===== src/rtl/perf_stats_unit.sv =====
`default_nettype none
// ============================================================================
// perf_stats_unit: saturating retire/cache event counters that freeze on halt,
// read back through a registered select port. Miss counters: PERF_STATS_MISS_EN.
// Revision: 1.0
// ============================================================================
module perf_stats_unit #(
  parameter int CNT_W = 32
) (
  input  logic             clk,
  input  logic             rst,
  input  logic             retire,
  input  logic             halt,
  input  logic             icache_req,
  input  logic             icache_hit,
  input  logic             dcache_req,
  input  logic             dcache_hit,
  input  logic             clr,
  input  logic [2:0]       rd_sel,
  output logic [CNT_W-1:0] rd_data,
  output logic             halted,
  output logic [7:0]       ovf,
  output logic             proto_err
);

  typedef enum logic [0:0] {
    RUN    = 1'b0,
    HALTED = 1'b1
  } state_t;

  localparam int              c_num_cnt = 8;
  localparam logic [CNT_W-1:0] c_one    = CNT_W'(1);
`ifdef PERF_STATS_MISS_EN
  localparam logic [7:0]      c_cnt_impl = 8'hFF;
`else
  localparam logic [7:0]      c_cnt_impl = 8'h3F;
`endif

  state_t             state_q, state_d;
  logic [CNT_W-1:0]   cnt_q [c_num_cnt];
  logic [CNT_W-1:0]   cnt_d [c_num_cnt];
  logic [7:0]         ovf_q, ovf_d;
  logic               proto_err_q, proto_err_d;
  logic [CNT_W-1:0]   rd_data_q, rd_data_d;
  logic [7:0]         ev;
  logic               orphan_hit;

  always_comb begin
    state_d     = state_q;
    ovf_d       = ovf_q;
    proto_err_d = proto_err_q;
    // Read port captures the pre-update value of the selected counter.
    rd_data_d   = cnt_q[rd_sel];
    for (int i = 0; i < c_num_cnt; i++) begin
      cnt_d[i] = cnt_q[i];
    end

    ev    = 8'h00;
    ev[0] = 1'b1;
    ev[1] = retire | halt;
    ev[2] = icache_req;
    ev[3] = icache_req & icache_hit;
    ev[4] = dcache_req;
    ev[5] = dcache_req & dcache_hit;
    ev[6] = icache_req & ~icache_hit;
    ev[7] = dcache_req & ~dcache_hit;
    ev    = ev & c_cnt_impl;

    orphan_hit = (icache_hit & ~icache_req) | (dcache_hit & ~dcache_req);

    if (clr) begin
      state_d     = RUN;
      ovf_d       = 8'h00;
      proto_err_d = 1'b0;
      for (int i = 0; i < c_num_cnt; i++) begin
        cnt_d[i] = '0;
      end
    end else if (state_q == RUN) begin
      for (int i = 0; i < c_num_cnt; i++) begin
        if (ev[i]) begin
          if (&cnt_q[i]) begin
            ovf_d[i] = 1'b1;
          end else begin
            cnt_d[i] = cnt_q[i] + c_one;
          end
        end
      end
      if (orphan_hit) begin
        proto_err_d = 1'b1;
      end
      if (halt) begin
        state_d = HALTED;
      end
    end
  end

  always_ff @(posedge clk) begin
    if (rst) begin
      state_q     <= RUN;
      ovf_q       <= 8'h00;
      proto_err_q <= 1'b0;
      rd_data_q   <= '0;
      for (int i = 0; i < c_num_cnt; i++) begin
        cnt_q[i] <= '0;
      end
    end else begin
      state_q     <= state_d;
      ovf_q       <= ovf_d;
      proto_err_q <= proto_err_d;
      rd_data_q   <= rd_data_d;
      for (int i = 0; i < c_num_cnt; i++) begin
        cnt_q[i] <= cnt_d[i];
      end
    end
  end

  assign rd_data   = rd_data_q;
  assign halted    = (state_q == HALTED);
  assign ovf       = ovf_q;
  assign proto_err = proto_err_q;

endmodule
`default_nettype wire


===== config.mk =====
export PLATFORM = sky130hd
export DESIGN_NAME = perf_stats_unit
export DESIGN_NICKNAME = d
export VERILOG_FILES = /design/src/rtl/perf_stats_unit.sv
export SDC_FILE = /design/constraint.sdc
export NUM_CORES = 1
export LEC_CHECK = 0
export ABC_CLOCK_PERIOD_IN_PS = 5180
export CAP_MARGIN = 25
export CORE_MARGIN = 3
export CORE_UTILIZATION = 44
export CTS_CLUSTER_DIAMETER = 30
export DETAILED_ROUTE_END_ITERATION = 8
export PLACE_DENSITY = 0.63
export SLEW_MARGIN = 20
export SYNTH_ARGS = -nofsm -noshare
export SYNTH_HDL_FRONTEND = slang
export SYNTH_SLANG_ARGS = --single-unit

===== constraint.sdc =====
create_clock -name clk -period 5.18 [get_ports clk]
set_input_delay 1.036 -clock clk [delete_from_list [all_inputs] [get_ports clk]]
set_output_delay 1.036 -clock clk [all_outputs]
set_load 0.02 [all_outputs]

# Yosys cells after proc, flatten, opt, wreduce, memory -nomap -nowiden
# Memory sizes are Yosys's and may differ from the RTL's. A register that Yosys moved wholly into a read port is not among the register bits.
# Index checks and enable logic that the tools add are counted.
[totals]
ff_bits = 8
ram_bits = 256
inputBits = 12
output_inout_bits = 42
elab_cells = 75
n_memories = 1
[mem_list]
columns = ["memory", "words", "word_bits", "rd", "rd_clocked_by_memory_dff", "wr", "line", "text"]
rows = [
  ["cnt_q", 8, 32, 7, 1, 8, "40", "logic [CNT_W-1:0] cnt_q [c_num_cnt];"],
]
[classes]
n_addsub = 6
n_eq_ne = 2
n_mux = 26
bitwise = 17
n_reduce_logical = 15
[ops]
columns = ["cell", "n"]
rows = [
  ["$mux 32", 19],
  ["$mux 256", 2],
  ["$add 32x1->32 const B", 6],
  ["$reduce_and 32->1", 6],
  ["$reduce_and 34->1", 5],
  ["$reduce_and 33->1", 1],
  ["$or 1x1->1", 10],
  ["$mux 1", 5],
  ["$and 1x1->1", 4],
  ["$ne 2x2->1 const B", 2],
  ["$not 1->1", 3],
  ["$reduce_and 3->1", 1],
  ["$reduce_and 2->1", 1],
  ["$reduce_or 2->1", 1],
]

# Longest topological paths before layout
# An unclocked memory read counts as a cell.
[depth]
ltp_word = 7
depth_mapped = 9
mapped_depth_nobuf = 6

# Least setup slack after synthesis
# OpenSTA, ideal clock, no wires.
[synth_path]
path_kind = "in2reg"
start = "input port rd_sel[1]"
end = "register rd_data_q[22] (netlist: rd_data[22]) (read register of cnt_q)"
setup_time_ps = 128
arrival_time_ps = 2624
required_time_ps = 5052
setup_slack_ps = 2428
stages = 6
n_path_buf = 3
path_cell_list = "buf_2 > buf_1 > clkbuf_1 > mux4_2 > a22oi_1 > nor2_1"
[synth_rtl]
columns = ["element", "line", "text"]
rows = [
  ["start: declaration", "19", "input logic [2:0] rd_sel,"],
  ["end: declaration", "44", "logic [CNT_W-1:0] rd_data_q, rd_data_d;"],
]

==> impl_metrics.toml <==
[place]
io_buffers = 51
place.gp.congestion = 0.875
dp_hpwl_mm = 25.1
placedCellCount = 1768
dpl_cell_area_sq_mm = 0.0131
place_ws_ns = 1.47

[power]
p_clk_share_pct = 66.6
cellPowerDensity_mw_per_mm2 = 385
vdd_drop_max_v = 0.000248
p_leak_nw = 4.91
seqPwrFrac_pct = 30.8
swShare_pct = 21.6
total_power_mw = 5.86
p_int_mw = 4.59
p_sw_mw = 1.27
p_comb_share_pct = 2.6

[clocking]
cts_resized = 0
postCtsSetupBuffers = 0
cts.sinks = 232
cts-buffers-inserted = 59
path_clk_slew_ns = 0.04
cts_hold_buf = 0
clkLatencyLatePin_ns = 0.58
htreeDepth = 2
clock_path_buffers = 3
cts-root-buf = "clkbuf_16"
cts_tree = "yes"

[synth]
ys_seq_area_share_pct = 38.0
synth-seq-cells = 232
yosys_warnings = 0
post_synth_num_cell_types = 66
synth.area.top_cells = "dfxtp_1 38%, mux4_2 5.9%, a21oi_1 4.3%, nor2_1 4.2%, or3_1 3.8%"
ys.flop_type = "dfxtp_1"
yosys.area.top_type = "dfxtp_1"
synth_edf_count = 0
yosys.area.top_type_share_pct = 38.0
netlist_instances = 1405
async_flop_share_pct = 0
syn_avg_cell_area_sq_um = 8.69
netlist_area_sq_mm = 0.0122

[floorplan]
start_util_pct = 45.1
num_rows = 60
die_area_sq_mm = 0.0298
ios = 54
die_w_um = 173
core-area_sq_mm = 0.0271
die_y_um = 173

[cells_and_area]
drive_gt1_share_pct = 15.7
synthToLayoutAreaGrowth_pct = 24.7
fin_cells = 1879
nFillCells = 2442
diodes = 0
final_nets = 1476
design_area_sq_mm = 0.0152
postLayoutCoreUtil_pct = 56.2

[routing]
routed_wl_mm = 36.4
first_pass_iters = 6
wl_per_cell_um = 19.4
drc = 0
first_iter_violations = 1026
viasPerCell = 6.18
antenna_left = 0
dr_total_vias = 11600

[setup_path]
setup.worst_path.start = "icache_req"
worstSetupEndpointType = "flop"
critPathMaxStageDelay_ns = 0.73
crit_type = "in2reg"
cpMostUsedCell = "a211oi_1"
worstPathArrival_ns = 3.73
worstPathRequired_ns = 5.64
r2r_start = "halted$_SDFF_PP0_"
crit_fanout = 9
path_cells = "clkdlybuf4s50_1 -> nor2b_1 -> nand4_1 -> a211oi_1 -> a211oi_1 -> a31o_2"
crit_path_top_delay_cell = "a211oi_1"
setup.worst_path.start_class = "input pin"

[timing]
hold_viol = 0
rsz0062_at_grt = "false"
slew_headroom_pct = 33.4
tns_ns = 0
max_freq_mhz = 305
fin_ws_ns = 1.90
finalCritPeriodShare_pct = 63.2
slew_viol_final = 0
holdWs_ns = 0.474
finalSetupViolations = 0
worst_slew_pin_slew_ns = 0.999
final_period_minus_worst_setup_slack_ns = 3.28
fin_skew_ns = 0.0233

[grt]
track_usage_pct = 23.8
grt_pass1_wl_mm = 58.8
overflow = 0
antenna_found_initial = 0
grt_pass1_vias = 10900
grt_max_degree = 77

[hold_path]
hold_class = "reg2reg"
min-delay-start = "ovf[3]$_SDFFE_PP0P_"

[job]
drv_cap = 0

[run_status]
outcome = "complete, no violations"
==> critical path, delay by kind of cell <==
family / cells / cell delay [ns]
compound gates: 3 / 1.17
simple gates: 2 / 0.91
buf+inv: 1 / 0.60
==> cells in the final DEF (no fill, tap or decap), drive strengths merged, types with 21 or more instances in the layout <==
| cell | netlist | final |
|---|---|---|
| mux2 | 29 | 29 |
| clkbuf | 56 | 69 |
| or3 | 75 | 75 |
| xnor2 | 37 | 37 |
| o31ai | 29 | 29 |
| dfxtp | 232 | 232 |
| a22oi | 32 | 32 |
| nor4 | 22 | 22 |
| inv | 23 | 26 |
| o21ai | 63 | 63 |
| nor2 | 136 | 136 |
| nand3 | 63 | 63 |
| a21oi | 104 | 104 |
| and4 | 21 | 21 |
| nand4 | 69 | 69 |
| or4 | 43 | 43 |
| mux4 | 32 | 32 |
| buf | 23 | 22 |
| clkdlybuf4s50 | 0 | 48 |
| nand2 | 109 | 109 |
==> layer usage <==
metal,wire length (um),share of wire [%],track usage [%]
met5,0,0,0
met4,1110,3.1,8.01
met2,17200,47,39.5
met3,2610,7.2,3.60
met1,15500,43,31.9
==> logic make-up after synthesis <==
| kind of cell | Yosys count | synth area share (%) |
|---|---|---|
| AND/OR/NAND/NOR | 607 | 27.0 |
| AO/OA/AOI/OAI | 330 | 17.4 |
| flip-flops | 232 | 38.0 |
| buffers and inverters | 102 | 3.44 |
| multiplexers | 77 | 9.89 |
| XOR/XNOR | 50 | 3.59 |
| adder cells (fa/ha/maj) | 6 | 0.615 |
| other | 1 | 0.0307 |
==> registers in the layout (all words and copies together), names as in the netlist <==
signal     flops
proto_err      1
cnt_q        192
ovf            6
halted         1
rd_data       32
==> final timing paths <==
kind / cells past startpoint / endpoint / slack [ns]
worst max-delay path: 6 / cnt_q[2][22]$_SDFFE_PP0P_ / 1.90
worst min-delay path: 2 / ovf[3]$_SDFFE_PP0P_ / 0.47
worst max register to register: 5 / cnt_q[2][22]$_SDFFE_PP0P_ / 2.31
worst min register to register: 2 / ovf[3]$_SDFFE_PP0P_ / 0.47
==> Yosys cell counts (23+ instances only) <==
| master | n |
|---|---|
| nand2_1 | 109 |
| mux2_2 | 29 |
| xnor2_1 | 37 |
| inv_1 | 23 |
| o21ai_0 | 63 |
| nand4_1 | 65 |
| mux4_2 | 32 |
| nor2_1 | 136 |
| clkbuf_1 | 55 |
| nand3_1 | 63 |
| a22oi_1 | 32 |
| a21oi_1 | 104 |
| or4_1 | 39 |
| or3_1 | 74 |
| dfxtp_1 | 232 |
| o31ai_1 | 29 |
==> cell type report <==
| type | instances | area, sq um | share of cell area (%) |
|---|---|---|---|
| Multi-Input combinational cell | 1072 | 7190 | 47.3 |
| Timing Repair Buffer | 70 | 701 | 4.60 |
| Tap cell | 372 | 465 | 3.06 |
| Sequential cell | 232 | 4640 | 30.5 |
| Inverter | 23 | 86.3 | 0.567 |
| Clock inverter | 41 | 571 | 3.75 |
| Clock buffer | 69 | 1560 | 10.3 |
==> power by group through the flow <==
stage               logic, mW  registers [mW]  clock network [mW]
floorplan              0.0994            1.83                   0
global placement        0.146            1.84                   0
detailed placement      0.149            1.84                   0
CTS                     0.150            1.80                3.95
global route            0.164            1.80                4.06
finish                  0.152            1.80                3.90
No activity file was read; power rests on OpenSTA's default activity.
